### src/rtl/apb_master.sv
// APB requester: one command at a time over a SETUP/ACCESS transfer, with a
// bounded wait-state timeout and a single-entry response buffer.
module apb_master #(
  parameter int ADDR_W  = 8,
  parameter int DATA_W  = 8,
  parameter int TIMEOUT = 16
) (
  input  logic              pclk,
  input  logic              presetn,
  input  logic              cmd_valid,
  output logic              cmd_ready,
  input  logic              cmd_write,
  input  logic [ADDR_W-1:0] cmd_addr,
  input  logic [DATA_W-1:0] cmd_wdata,
  output logic              rsp_valid,
  input  logic              rsp_ready,
  output logic [DATA_W-1:0] rsp_rdata,
  output logic              rsp_err,
  output logic              psel,
  output logic              penable,
  output logic              pwrite,
  output logic [ADDR_W-1:0] paddr,
  output logic [DATA_W-1:0] pwdata,
  input  logic [DATA_W-1:0] prdata,
  input  logic              pready
);

  localparam int                CNT_W     = (TIMEOUT > 0) ? $clog2(TIMEOUT + 1) : 1;
  localparam int                TO_LAST_I = (TIMEOUT > 0) ? (TIMEOUT - 1) : 0;
  localparam logic [CNT_W-1:0]  TO_LAST   = CNT_W'(TO_LAST_I);
  localparam logic [CNT_W-1:0]  CNT_ONE   = CNT_W'(1);
  localparam logic [CNT_W-1:0]  CNT_MAX   = '1;
  localparam bit                TO_EN     = (TIMEOUT != 0);

  typedef enum logic [1:0] {
    ST_IDLE   = 2'd0,
    ST_SETUP  = 2'd1,
    ST_ACCESS = 2'd2
  } state_t;

  state_t              r_state, w_state_nxt;
  logic [CNT_W-1:0]    r_cnt, w_cnt_nxt;
  logic                r_psel, w_psel_nxt;
  logic                r_penable, w_penable_nxt;
  logic                r_pwrite, w_pwrite_nxt;
  logic [ADDR_W-1:0]   r_paddr, w_paddr_nxt;
  logic [DATA_W-1:0]   r_pwdata, w_pwdata_nxt;
  logic                r_rsp_valid, w_rsp_valid_nxt;
  logic [DATA_W-1:0]   r_rsp_rdata, w_rsp_rdata_nxt;
  logic                r_rsp_err, w_rsp_err_nxt;
  logic                w_cmd_ready;

  assign w_cmd_ready = (r_state == ST_IDLE) && !r_rsp_valid;

  // Next-state and next-output computation for the transfer FSM
  always_comb begin
    w_state_nxt     = r_state;
    w_cnt_nxt       = r_cnt;
    w_psel_nxt      = r_psel;
    w_penable_nxt   = r_penable;
    w_pwrite_nxt    = r_pwrite;
    w_paddr_nxt     = r_paddr;
    w_pwdata_nxt    = r_pwdata;
    w_rsp_valid_nxt = r_rsp_valid;
    w_rsp_rdata_nxt = r_rsp_rdata;
    w_rsp_err_nxt   = r_rsp_err;

    // Data and error stay put after the handshake; only valid drops
    if (r_rsp_valid && rsp_ready) begin
      w_rsp_valid_nxt = 1'b0;
    end else begin
      w_rsp_valid_nxt = r_rsp_valid;
    end

    case (r_state)
      ST_IDLE: begin
        if (cmd_valid && w_cmd_ready) begin
          w_pwrite_nxt  = cmd_write;
          w_paddr_nxt   = cmd_addr;
          w_pwdata_nxt  = cmd_wdata;
          w_psel_nxt    = 1'b1;
          w_penable_nxt = 1'b0;
          w_state_nxt   = ST_SETUP;
        end else begin
          w_state_nxt   = ST_IDLE;
        end
      end
      ST_SETUP: begin
        w_penable_nxt = 1'b1;
        w_cnt_nxt     = '0;
        w_state_nxt   = ST_ACCESS;
      end
      ST_ACCESS: begin
        if (pready) begin
          w_psel_nxt      = 1'b0;
          w_penable_nxt   = 1'b0;
          w_rsp_valid_nxt = 1'b1;
          w_rsp_err_nxt   = 1'b0;
          w_rsp_rdata_nxt = r_pwrite ? '0 : prdata;
          w_state_nxt     = ST_IDLE;
        end else if (TO_EN && (r_cnt == TO_LAST)) begin
          w_psel_nxt      = 1'b0;
          w_penable_nxt   = 1'b0;
          w_rsp_valid_nxt = 1'b1;
          w_rsp_err_nxt   = 1'b1;
          w_rsp_rdata_nxt = '0;
          w_state_nxt     = ST_IDLE;
        end else if (r_cnt != CNT_MAX) begin
          w_cnt_nxt       = r_cnt + CNT_ONE;
        end else begin
          w_cnt_nxt       = r_cnt;
        end
      end
      default: begin
        w_psel_nxt    = 1'b0;
        w_penable_nxt = 1'b0;
        w_state_nxt   = ST_IDLE;
      end
    endcase
  end

  // State and registered outputs
  always_ff @(posedge pclk or negedge presetn) begin
    if (!presetn) begin
      r_state     <= ST_IDLE;
      r_cnt       <= '0;
      r_psel      <= 1'b0;
      r_penable   <= 1'b0;
      r_pwrite    <= 1'b0;
      r_paddr     <= '0;
      r_pwdata    <= '0;
      r_rsp_valid <= 1'b0;
      r_rsp_rdata <= '0;
      r_rsp_err   <= 1'b0;
    end else begin
      r_state     <= w_state_nxt;
      r_cnt       <= w_cnt_nxt;
      r_psel      <= w_psel_nxt;
      r_penable   <= w_penable_nxt;
      r_pwrite    <= w_pwrite_nxt;
      r_paddr     <= w_paddr_nxt;
      r_pwdata    <= w_pwdata_nxt;
      r_rsp_valid <= w_rsp_valid_nxt;
      r_rsp_rdata <= w_rsp_rdata_nxt;
      r_rsp_err   <= w_rsp_err_nxt;
    end
  end

  assign cmd_ready = w_cmd_ready;
  assign rsp_valid = r_rsp_valid;
  assign rsp_rdata = r_rsp_rdata;
  assign rsp_err   = r_rsp_err;
  assign psel      = r_psel;
  assign penable   = r_penable;
  assign pwrite    = r_pwrite;
  assign paddr     = r_paddr;
  assign pwdata    = r_pwdata;

endmodule

### config.mk
export PLATFORM = sky130hd
export DESIGN_NAME = apb_master
export DESIGN_NICKNAME = d
export VERILOG_FILES = /design/src/rtl/apb_master.sv
export SDC_FILE = /design/constraint.sdc
export NUM_CORES = 1
export LEC_CHECK = 0
export ABC_AREA = 1
export CORE_UTILIZATION = 43
export DETAILED_ROUTE_END_ITERATION = 10
export PLACE_DENSITY = 0.91
export SLEW_MARGIN = 20
export SYNTH_ARGS = -nofsm -noshare
export SYNTH_HDL_FRONTEND = slang
export SYNTH_SLANG_ARGS = --single-unit
### constraint.sdc
create_clock -name pclk -period 2 [get_ports pclk]
set_input_delay 0.2 -clock pclk [delete_from_list [all_inputs] [get_ports pclk]]
set_output_delay 0.2 -clock pclk [all_outputs]
set_load 0.03 [all_outputs]
Yosys cells after proc, flatten, opt, wreduce, memory -nomap -nowiden. Index checks and enable logic that the tools add are counted.

Register bits: 36. Bits of input ports: 30. Logic and storage cells: 56. Output and inout bits: 30.

$add $sub $neg: 1. Reduce and logical (&&, ||, !) cells: 12. Eq/ne operators: 9. Muxes and demuxes: 23. Bitwise logic cells: 1.

Operators by type and width (count): 8-bit 2-to-1 mux (3); 5-bit 2-to-1 mux (3); 1-bit 2-to-1 mux (11); 5-bit case mux with 2 select lines (1); 2-bit != test, second input constant (3); 1-bit case mux with 3 select lines (2); 2-bit case mux with 3 select lines (1); 2-bit AND reduction (3); 5-bit by 1-bit adder with 5-bit output, second input constant (1); 5-bit by 4-bit equality test with 1-bit output, second input constant (1); 5-bit != test, second input constant (1); 2-bit 2-to-1 mux (2); 4-bit AND reduction (1); 2-bit nonzero test (2); 1-bit logical AND (3); 3-bit != test, second input constant (1); 3-bit AND reduction (1); 2-bit by 1-bit equality test with 1-bit output, second input constant (1); 2-bit equality test, second input constant (1); 2-bit zero test (1); 2-bit by 1-bit != test with 1-bit output, second input constant (1); 1-bit zero test (1); 1-bit NOT (1).

Longest topological paths before layout. Gate-level depths: netlist of the first run.

Word-level depth: 5. Mapped depth: 9. Gate-level depth less buffers: 9.

Least setup slack after synthesis of the first run. OpenSTA, ideal clock, no wires.

Path kind: flip-flop to flip-flop. From: register r_cnt[0]. To: register r_rsp_valid, in the netlist rsp_valid. Cell stages (with the launch flop): 7. Clock period less this slack: 1.560 ns. Arrival: 1.430 ns. Buffers on the path: 1. Setup slack: 0.440 ns. Library setup time: 0.130 ns. Required time: 1.870 ns. Cells stage by stage: dfrtp_1 ha_1 and3_1 ha_1 o21ai_2 buf_2 o21ai_0.

Word-level cells in the longest chain between the ends: 4.

Ends and longest elaborated chain: start, declared (line 42) `logic [CNT_W-1:0] r_cnt, w_cnt_nxt;`; start signal, assigned (line 137) `r_cnt <= w_cnt_nxt;`; 5-bit by 4-bit equality test with 1-bit output (line 101) `end else if (TO_EN && (r_cnt == TO_LAST)) begin`; 1-bit 2-to-1 mux (line 101); 1-bit 2-to-1 mux (line 94) `if (pready) begin`; 1-bit 2-to-1 mux (line 75) `case (r_state)`; net w_rsp_valid_nxt (line 48) `logic r_rsp_valid, w_rsp_valid_nxt;`; end signal, assigned (line 143) `r_rsp_valid <= w_rsp_valid_nxt;`; end, declared (line 48).

The timed path passes the listed nets, and every way through them passes these cells. A chain may end at the register's enable or synchronous reset.

Final worst setup path of the first run.
From: register r_rsp_valid, in the netlist rsp_valid. To: output port rsp_valid.

RTL lines: end, declared (line 15) `output logic rsp_valid,`.

No word-level cell between the ends.

==> metrics.md, run 1 <==
| Metric | Value |
|---|---|
| Outcome | `completed` |
| Sink Count | `36` |
| Layout Skew | `0.0112 ns` |
| Cells along the critical path | `clkdlybuf4s50_1` |
| CTS tree | `built` |
| Yosys top cell by area | `dfrtp_1` |
| Kind of critical path | `reg -> out` |
| Number of buffers added on ports | `59` |
| Max-Slew Margin vs Limit | `a little under half` |
| Distinct cells, synth | `21` |
| Cell with the most instances after synthesis | `nand2_1` |
| Reg2Reg Launch Point | `r_cnt[0]` |
| Core Util, Final | `roughly two thirds` |
| Critical Path End Type | `primary output` |
| Worst Setup SP | `rsp_valid` |
| Critical path arrival | `1.51 ns` |
| Clk pwr share | `10.6%` |
| Max incr delay on CP | `0.71 ns` |
| Die Wd | `approximately 60 microns` |
| Final setup TNS | `0 ns` |
| Final WS setup | `0.292 ns` |
| Worst-path fanout max | `4` |
| Max-cap violations | `0` |
| Final ANT Viol Nets | `0` |
| Via-to-Cell Ratio | `4.74` |
| CTS max path bufs | `2` |
| GPL Wtd Cong | `~0.79` |
| P_int | `approximately 1.9 mW` |
| Synth Warn # | `0` |
| Final setup viols | `0` |
| Die Y | `61.6 microns` |
| Worst Path Required | `between 1.5 and 2 ns` |
| Synth top area share | `around three fifths` |
| Drt pass-1 iters | `4` |
| First-pass GRT wire length | `5200 microns` |
| Sequential fraction of the synthesis area | `between 50% and 60%` |
| Vias in the first global route | `roughly 1200` |
| Post-CTS Setup Repair Bufs | `0` |
| Clk_lat worst skew | `around 0.33 ns` |
| Top delay family on crit path | `buffers and inverters` |
| Crit share post-route | `85.4%` |
| Initial antenna violation count | `0` |
| Flops & latches, synth | `36` |
| DRC | `0` |
| Fin crit period | `about 1.7 ns` |
| Unrepaired setup endpoints after global routing | `no` |
| NetSw | `between 1.5 and 2 mW` |
| Worst vdd ir | `0.970 mV` |
| Leak pwr | `between 1 and 1.5 nW` |
| GR Util All Layers | `19.1%` |
| Min Hold Slack | `0.383 ns` |
| Worst hold path type | `in -> reg` |
| DP Area | `2150 sq um` |
| Hold Path Origin | `cmd_addr[2]` |
| Buf/Inv on CP | `1` |
| CTS Root Cell | `clkbuf_4` |
| Fin. Hold Viols | `0` |
| Synth async-reset ratio | `100%` |
| Cell count after synthesis | `between 150 and 200` |
| Largest net degree at the start of global routing | `37` |
| H-tree depth | `2` |
| N_diodes | `0` |
| Design Area, Final | `2220 sq um` |
| Share of post-route cells with drive strength above 1 | `6.78%` |
| Sequential Power Share | `a little over a third` |
| Comb power frac | `54.4%` |
| Num ports | `60` |
| Least-Margin Pin Slew | `0.781 ns` |
| Wire per inst | `11.7 microns` |
| 1st-iter DRT viols | `49` |
| Syn Area/Cell | `between 8 and 9 sq um` |
| CORE AREA | `3360 sq um` |
| Synth cell count leaders | `nand2_1 (88), dfrtp_1 (36), nand3_1 (11)` |
| Die Area | `3800 sq um` |
| Initial Utilization | `45.5%` |
| Mapped Area | `1530 sq um` |
| HPWL after detailed placement | `2450 microns` |
| Crit-path slowest cell | `clkdlybuf4s50_1` |
| Cell row count | `21` |
| Switching Fraction | `45.9%` |
| Final WL | `3310 microns` |
| Final #Nets | `268` |
| GRT overflow | `0` |
| Top_reg_cell synth | `dfrtp_1` |
| Pwr dens | `1610 nW/um^2` |
| Pre-CTS setup slack | `0.326 ns` |
| Clk pin slew, worst setup/hold paths | `0.11 ns` |
| Vias | `1338` |
| Number of flops mapped to enable cells by yosys | `0` |
| Area grow syn2layout | `44.9%` |
| Post-synth net total | `204` |
| Final Max Tran Viols | `0` |
| Worst Setup Start Kind | `flop` |
| Synth top area cells | `dfrtp_1 (59%), nand2_1 (22%), nand3_1 (3.6%)` |
| CTS buffer count | `5` |
| Fmax | `roughly 590 MHz` |
## metal layers
metal | vias up | global-route usage [%] | wire [microns]
met3 | 5 | 6.30 | 186
li1 | 660 | - | -
met5 | - | 0 | 0
met1 | 630 | 22.3 | 1400
met4 | 0 | 7.62 | 32
met2 | 43 | 32.4 | 1690
## final timing paths
check / endpoint / slack (ns) / cells past startpoint
min in group asynchronous: rsp_valid / 0.47 / 2
worst max-delay path: rsp_valid / 0.29 / 1
worst min-delay path: paddr[2] / 0.38 / 3
max in group asynchronous: paddr[5] / 1.03 / 2
worst max register to register: r_cnt[3] / 0.31 / 6
worst min register to register: rsp_rdata[7] / 0.48 / 2
## registers in the layout, summed over array words and instances, names as in the netlist
name,flops
pwrite,1
r_state,2
paddr,8
rsp_rdata,8
pwdata,8
psel,1
rsp_valid,1
rsp_err,1
r_cnt,5
penable,1
## cell type report
| class | count | area, sq um |
|---|---|---|
| clock buffer | 5 | 37.5 |
| clock inverter | 3 | 18.8 |
| fill | 290 | 1150 |
| inverter | 9 | 38.8 |
| multi-input combinational | 122 | 557 |
| sequential | 36 | 901 |
| tap | 46 | 57.6 |
| timing repair buffer | 61 | 606 |
## power by group through the flow
stage / Clock (mW) / Sequential (mW) / Combinational [mW]
after global routing: 0.418 / 1.28 / 2.11
after floorplan: 0 / 1.79 / 0.636
after detailed placement: 0 / 1.26 / 1.96
after CTS: 0.387 / 1.25 / 1.96
after global placement: 0 / 1.25 / 1.91
final: 0.376 / 1.25 / 1.94
## cells by family after synthesis
kind of cell / after synthesis / synth area share, %
adder cells (fa/ha/maj): 3 / 2.46
AND/OR/NAND/NOR: 109 / 30.2
flip-flops: 36 / 58.9
AO/OA/AOI/OAI: 9 / 3.19
buffers and inverters: 13 / 4.66
XOR/XNOR: 1 / 0.573
## timing repair
action | in CTS | in global routing
resized for setup | 0 | 1
endpoints found under the hold margin | 36 | 0
hold buffers | 1 | 0
endpoints found under the setup margin | 0 | 1
## metrics by stage
| step | instances | total power, mW |
|---|---|---|
| final | 282 | 3.57 |
| after global routing | 282 | 3.81 |
| after CTS | 282 | 3.60 |
| after detailed placement | 273 | 3.22 |
| after global placement | 273 | 3.16 |
| after floorplan | 171 | 2.43 |
## layout by cell type, fill, tap and decap left out
| cell | instances |
|---|---|
| nand2_1 | 88 |
| clkdlybuf4s50_1 | 57 |
| nor3_4 | 1 |
| nand4_1 | 1 |
| and3_1 | 1 |
| xor2_1 | 1 |
| nand3_1 | 11 |
| dlygate4sd3_1 | 1 |
| clkbuf_4 | 5 |
| nand2_4 | 1 |
| clkinv_4 | 1 |
| buf_2 | 1 |
| dfrtp_1 | 36 |
| nand2_2 | 1 |
| dlymetal6s2s_1 | 1 |
| nor2_4 | 1 |
| nor2_1 | 3 |
| o21ai_1 | 2 |
| nand3b_1 | 1 |
| clkinv_2 | 2 |
| o21ai_2 | 1 |
| buf_4 | 1 |
| inv_1 | 8 |
| ha_1 | 3 |
| inv_6 | 1 |
| o21ai_0 | 6 |
Power figures use the tool's default switching activity.
==> inputs of run 2 (changes only) <==
--- a/config.mk
+++ b/config.mk
@@ -6,6 +6,7 @@
 export NUM_CORES = 1
 export LEC_CHECK = 0
 export ABC_AREA = 1
+export CORE_MARGIN = 2
 export CORE_UTILIZATION = 43
 export DETAILED_ROUTE_END_ITERATION = 10
 export PLACE_DENSITY = 0.91
==> constraint.sdc (replaced) <==
create_clock -name pclk -period 2 [get_ports pclk]
set_input_delay 0.2 -clock pclk [delete_from_list [all_inputs] [get_ports pclk]]
set_output_delay 0.2 -clock pclk [all_outputs]
set_load 0.1 [all_outputs]
==> metrics.md, run 2 (synthesis gave the netlist of run 1 again) <==
| Metric | Value |
|---|---|
| Crit share post-route | `83.8%` |
| Initial Utilization | `a little under half` |
| GR Layer Usage met1 | `20.1%` |
| Max-cap violations | `0` |
| Max incr delay on CP | `approximately 0.45 ns` |
| Via-to-Cell Ratio | `4.54` |
| Design Area, Final | `2160 sq um` |
| Top delay family on crit path | `flip-flops` |
| Largest net degree at the start of global routing | `37` |
| Worst Path Required | `roughly 2.2 ns` |
| Cell row count | `21` |
| Crit-path slowest cell | `dfrtp_1` |
| Cells along the critical path | `ha_1, and3_1, ha_1, o21ai_2, buf_4, o21ai_0` |
| Worst-path fanout max | `10` |
| N_diodes | `0` |
| Critical path arrival | `1.89 ns` |
| H-tree depth | `2` |
| DP Area | `2090 sq um` |
| Layout Skew | `0.00345 ns` |
| Final setup viols | `0` |
| Least-Margin Pin Slew | `0.755 ns` |
| Number of fill cells | `301` |
| Kind of critical path | `reg -> reg` |
| Critical Path End Type | `flop` |
| Fin crit period | `1.68 ns` |
| Buf/Inv on CP | `1` |
| Outcome | `completed` |
| Fmax | `596 MHz` |
| Clk pin slew, worst setup/hold paths | `approximately 0.10 ns` |
| CTS tree | `built` |
| GPL Wtd Cong | `between 0.6 and 0.7` |
| Drt pass-1 iters | `4` |
| Die Y | `63.6 microns` |
| Area grow syn2layout | `41.2%` |
| First-pass GRT wire length | `5440 microns` |
| HPWL after detailed placement | `about 2300 microns` |
| Final Max Tran Viols | `0` |
| Met2 global-route usage | `30.5%` |
| Final ANT Viol Nets | `0` |
| GR Util All Layers | `17.5%` |
| Fin. Hold Viols | `0` |
| Initial antenna violation count | `0` |
| Num ports | `60` |
| Unrepaired setup endpoints after global routing | `no` |
| Worst Setup Start Kind | `flop` |
| Vias in the first global route | `roughly 1300` |
| Die Wd | `about 64 microns` |
| CTS buffer count | `5` |
| Worst R2R Setup Slack | `0.32 ns` |
| Vias | `1279` |
| Wire per inst | `11.4 microns` |
| Commonest non-fill, non-tap cell in the layout | `nand2_1` |
| GRT overflow | `0` |
| GR peak layer | `met2` |
| CP dominant cell by count | `ha_1` |
| Sink Count | `36` |
| Final WL | `roughly 3200 microns` |
| CORE AREA | `3360 sq um` |
| DRC | `0` |
| Share of post-route cells with drive strength above 1 | `19.9%` |
| Worst hold path type | `in -> reg` |
| Die Area | `4050 sq um` |
| Post-CTS Setup Repair Bufs | `0` |
| Max-Slew Margin vs Limit | `between 40 and 50%` |
| 1st-iter DRT viols | `80` |
| CTS max path bufs | `2` |
| CTS Root Cell | `clkbuf_4` |
| Final #Nets | `between 200 and 300` |
| Number of buffers added on ports | `59` |
| Clk_lat worst skew | `0.33 ns` |
| Commonest cells after routing, fill and taps aside | `nand2_1 (88), dfrtp_1 (35), buf_4 (30), clkdlybuf4s50_1 (28), nand3_1 (11)` |
| GR Util met3 | `under 10%` |
-- run 2: cell count changes in the layout (fill, tap and decap cells not counted), sizes merged --
cell,delta
dlymetal6s2s,-1
buf,+30
clkinv,-1
clkbuf,+1
clkdlybuf4s50,-29
-- run 2: final cells by class --
| type | count | area (sq um) | share of cell area (%) |
|---|---|---|---|
| Sequential cell | 36 | 905 | 41.9 |
| Multi-Input combinational cell | 122 | 557 | 25.8 |
| Timing Repair Buffer | 61 | 541 | 25.0 |
| Tap cell | 46 | 57.6 | 2.67 |
| Clock buffer | 6 | 51.3 | 2.38 |
| Inverter | 9 | 38.8 | 1.80 |
| Clock inverter | 2 | 10.0 | 0.463 |
-- run 2: tightest hold or removal path, cell delays in order --
cell and delay [ns]:
clkdlybuf4s50_1 0.39, nand2_1 0.06, nand2_1 0.04
-- run 2: worst paths after layout --
check                            startpoint           end  cells after the start
worst max-delay path               r_cnt[0]     rsp_valid                      6
worst min-delay path            cmd_addr[3]      paddr[3]                      3
worst max register to register     r_cnt[0]     rsp_valid                      6
worst min register to register    pwdata[3]     pwdata[3]                      2
max in group asynchronous           presetn     rsp_valid                      2
min in group asynchronous           presetn  rsp_rdata[0]                      2
-- run 2: timing repair --
action,in CTS,in global routing
endpoints found under the hold margin,36,0
setup endpoints to repair,0,0
resized for setup,0,0
hold buffers,1,0
-- run 2: layer usage --
layer | vias to the layer above | part of all wire [%]
li1 | 661 | -
met1 | 565 | 43
met2 | 50 | 48
met3 | 3 | 7.9
met4 | 0 | 0.72
met5 | - | 0
-- run 2: per-stage QoR --
step | hold WS (ns) | utilization, % | std cells | setup slack (ns) | TNS (ns)
2_1_floorplan | -0.0956 | - | 171 | -0.152 | -1.67
3_3_place_gp | 0.319 | 62.1 | 273 | 0.423 | 0
3_5_place_dp | 0.312 | 62.1 | 273 | 0.349 | 0
4_1_cts | 0.374 | 64.2 | 282 | 0.331 | 0
5_1_grt | 0.397 | 64.2 | 282 | 0.199 | 0
6_report | 0.389 | 64.2 | 282 | 0.323 | 0
Power of run 2 is not shown: default switching activity piles up to over one toggle a cycle in this logic, so the estimate is an artifact.
==> inputs of run 3 (changes only) <==
==> constraint.sdc (replaced) <==
create_clock -name pclk -period 1.6 [get_ports pclk]
set_input_delay 0.16 -clock pclk [delete_from_list [all_inputs] [get_ports pclk]]
set_output_delay 0.16 -clock pclk [all_outputs]
set_load 0.1 [all_outputs]
==> metrics.md, run 3 (synthesis gave the netlist of run 1 again) <==
| Metric | Value |
|---|---|
| Via-to-Cell Ratio | `a little under 5` |
| Outcome | `completed` |
| Clk_lat worst skew | `0.35 ns` |
| Final setup TNS | `0 ns` |
| CP Capture Point | `r_cnt[3]` |
| Reg2reg end | `r_cnt[3]` |
| Initial Utilization | `roughly 45%` |
| CTS Root Cell | `clkbuf_4` |
| Worst hold path type | `in -> async` |
| Final setup viols | `0` |
| Clk pin slew, worst setup/hold paths | `roughly 0.11 ns` |
| Crit-path slowest cell | `dfrtp_1` |
| Reg2Reg Launch Point | `r_cnt[0]` |
| CORE AREA | `3360 sq um` |
| N_diodes | `0` |
| Cell row count | `21` |
| Wire per inst | `14.3 microns` |
| GRT overflow | `0` |
| Fin. Hold Viols | `0` |
| Crit share post-route | `99.2%` |
| Fin crit period | `1.59 ns` |
| Least-Margin Pin Slew | `0.434 ns` |
| CTS buffer count | `5` |
| Reg area | `905 sq um` |
| Area of the multi-input gates | `609 sq um` |
| Max-cap violations | `0` |
| Initial antenna violation count | `0` |
| Worst-path fanout max | `5` |
| Core Util, Final | `78.5%` |
| Area grow syn2layout | `72.6%` |
| Commonest cells after routing, fill and taps aside | `nand2_1 (85), dfrtp_1 (35), buf_12 (30), clkdlybuf4s50_1 (28), nand3_1 (11)` |
| Final #Nets | `278` |
| Kind of critical path | `reg -> reg` |
| Largest net degree at the start of global routing | `21` |
| Vias | `1421` |
| CTS max path bufs | `2` |
| Critical path arrival | `1.82 ns` |
| Worst Path Required | `between 1.5 and 2 ns` |
| Die Wd | `63.6 microns` |
| Vias in the first global route | `between 1000 and 1500` |
| Top delay family on crit path | `simple AND/OR/NAND/NOR gates` |
| Design Area, Final | `2640 sq um` |
| Final Max Tran Viols | `0` |
| HPWL after detailed placement | `between 3000 and 4000 microns` |
| GR Util All Layers | `21.9%` |
| Buf/Inv on CP | `1` |
| Fmax | `630 MHz` |
| Layout Skew | `0.0151 ns` |
| Worst Setup SP | `r_cnt[0]` |
| Worst Setup Start Kind | `flop` |
| Critical Path End Type | `flop` |
| Unrepaired setup endpoints after global routing | `yes` |
| DP Area | `2490 sq um` |
| Cells along the critical path | `ha_2, and3_4, ha_2, inv_1, nand3b_1, nand2_2, nand2_4, nand2_2, o21ai_1` |
| CTS tree | `built` |
| H-tree depth | `2` |
| CP Depth | `9` |
| Number of fill cells | `~230` |
| 1st-iter DRT viols | `102` |
| Sink Count | `36` |
| First-pass GRT wire length | `6690 microns` |
| DRC | `0` |
| Die Y | `~64 microns` |
| Num ports | `60` |
| Commonest non-fill, non-tap cell in the layout | `nand2_1` |
| Die Area | `4050 sq um` |
| Max-Slew Margin vs Limit | `71.1%` |
| Max incr delay on CP | `0.41 ns` |
| Number of buffers added on ports | `59` |
| Final ANT Viol Nets | `0` |
| Final WL | `4160 microns` |
| Drt pass-1 iters | `4` |
| Min Hold Slack | `0.278 ns` |
| GPL Wtd Cong | `~0.84` |
| R2R depth | `9` |
| Worst R2R Setup Slack | `0.01 ns` |
| Share of post-route cells with drive strength above 1 | `between 20% and 30%` |
-- run 3: cell types whose count changed in the layout (fill, tap and decap cells not counted), moves of 2 or more --
cell and change:
nand2_2 +3, nand2_1 -3, o21ai_0 -5, ha_2 +2
o21ai_1 +4, buf_6 +2, buf_4 -22, buf_12 +29
clkbuf_1 +2, ha_1 -3
-- run 3: stage by stage --
step | setup WS (ns) | std cells
global route | -0.0644 | 292
floorplan | -0.552 | 171
global placement | 0.0792 | 278
detailed placement | -0.0626 | 278
finish | 0.0125 | 292
CTS | 0.00545 | 289
-- run 3: how the worst min path moves through the flow --
stage          cells after the start  slack [ns]     from      endpoint
2_1_floorplan                      0       -0.14  presetn      paddr[0]
3_3_place_gp                       1        0.13  presetn       rsp_err
3_5_place_dp                       1        0.12  presetn       rsp_err
4_1_cts                            2        0.28  presetn  rsp_rdata[3]
5_1_grt                            2        0.31  presetn      paddr[0]
6_report                           2        0.28  presetn  rsp_rdata[3]
-- run 3: what timing repair did --
item,in CTS,in global routing
gates cloned,0,2
pin swaps,0,6
setup buffers,2,1
endpoints found under the setup margin,5,18
hold endpoints to repair,18,0
gates resized for setup,3,16
hold buffers,1,0
-- run 3: layout make-up --
type	count	area share [%]
Clock buffer	7	1.71
Multi-Input combinational cell	123	23.1
Clock inverter	1	0.190
Tap cell	46	2.18
Inverter	9	1.47
Timing Repair Buffer	70	37.1
Sequential cell	36	34.3
-- run 3: routing by layer --
layer	vias up	wire [microns]	global-route usage, %
met5	-	0	0
li1	682	-	-
met2	63	2210	36.7
met4	0	42	6.79
met1	672	1600	25.6
met3	4	309	8.93
Power of run 3 is left out for the same reason.
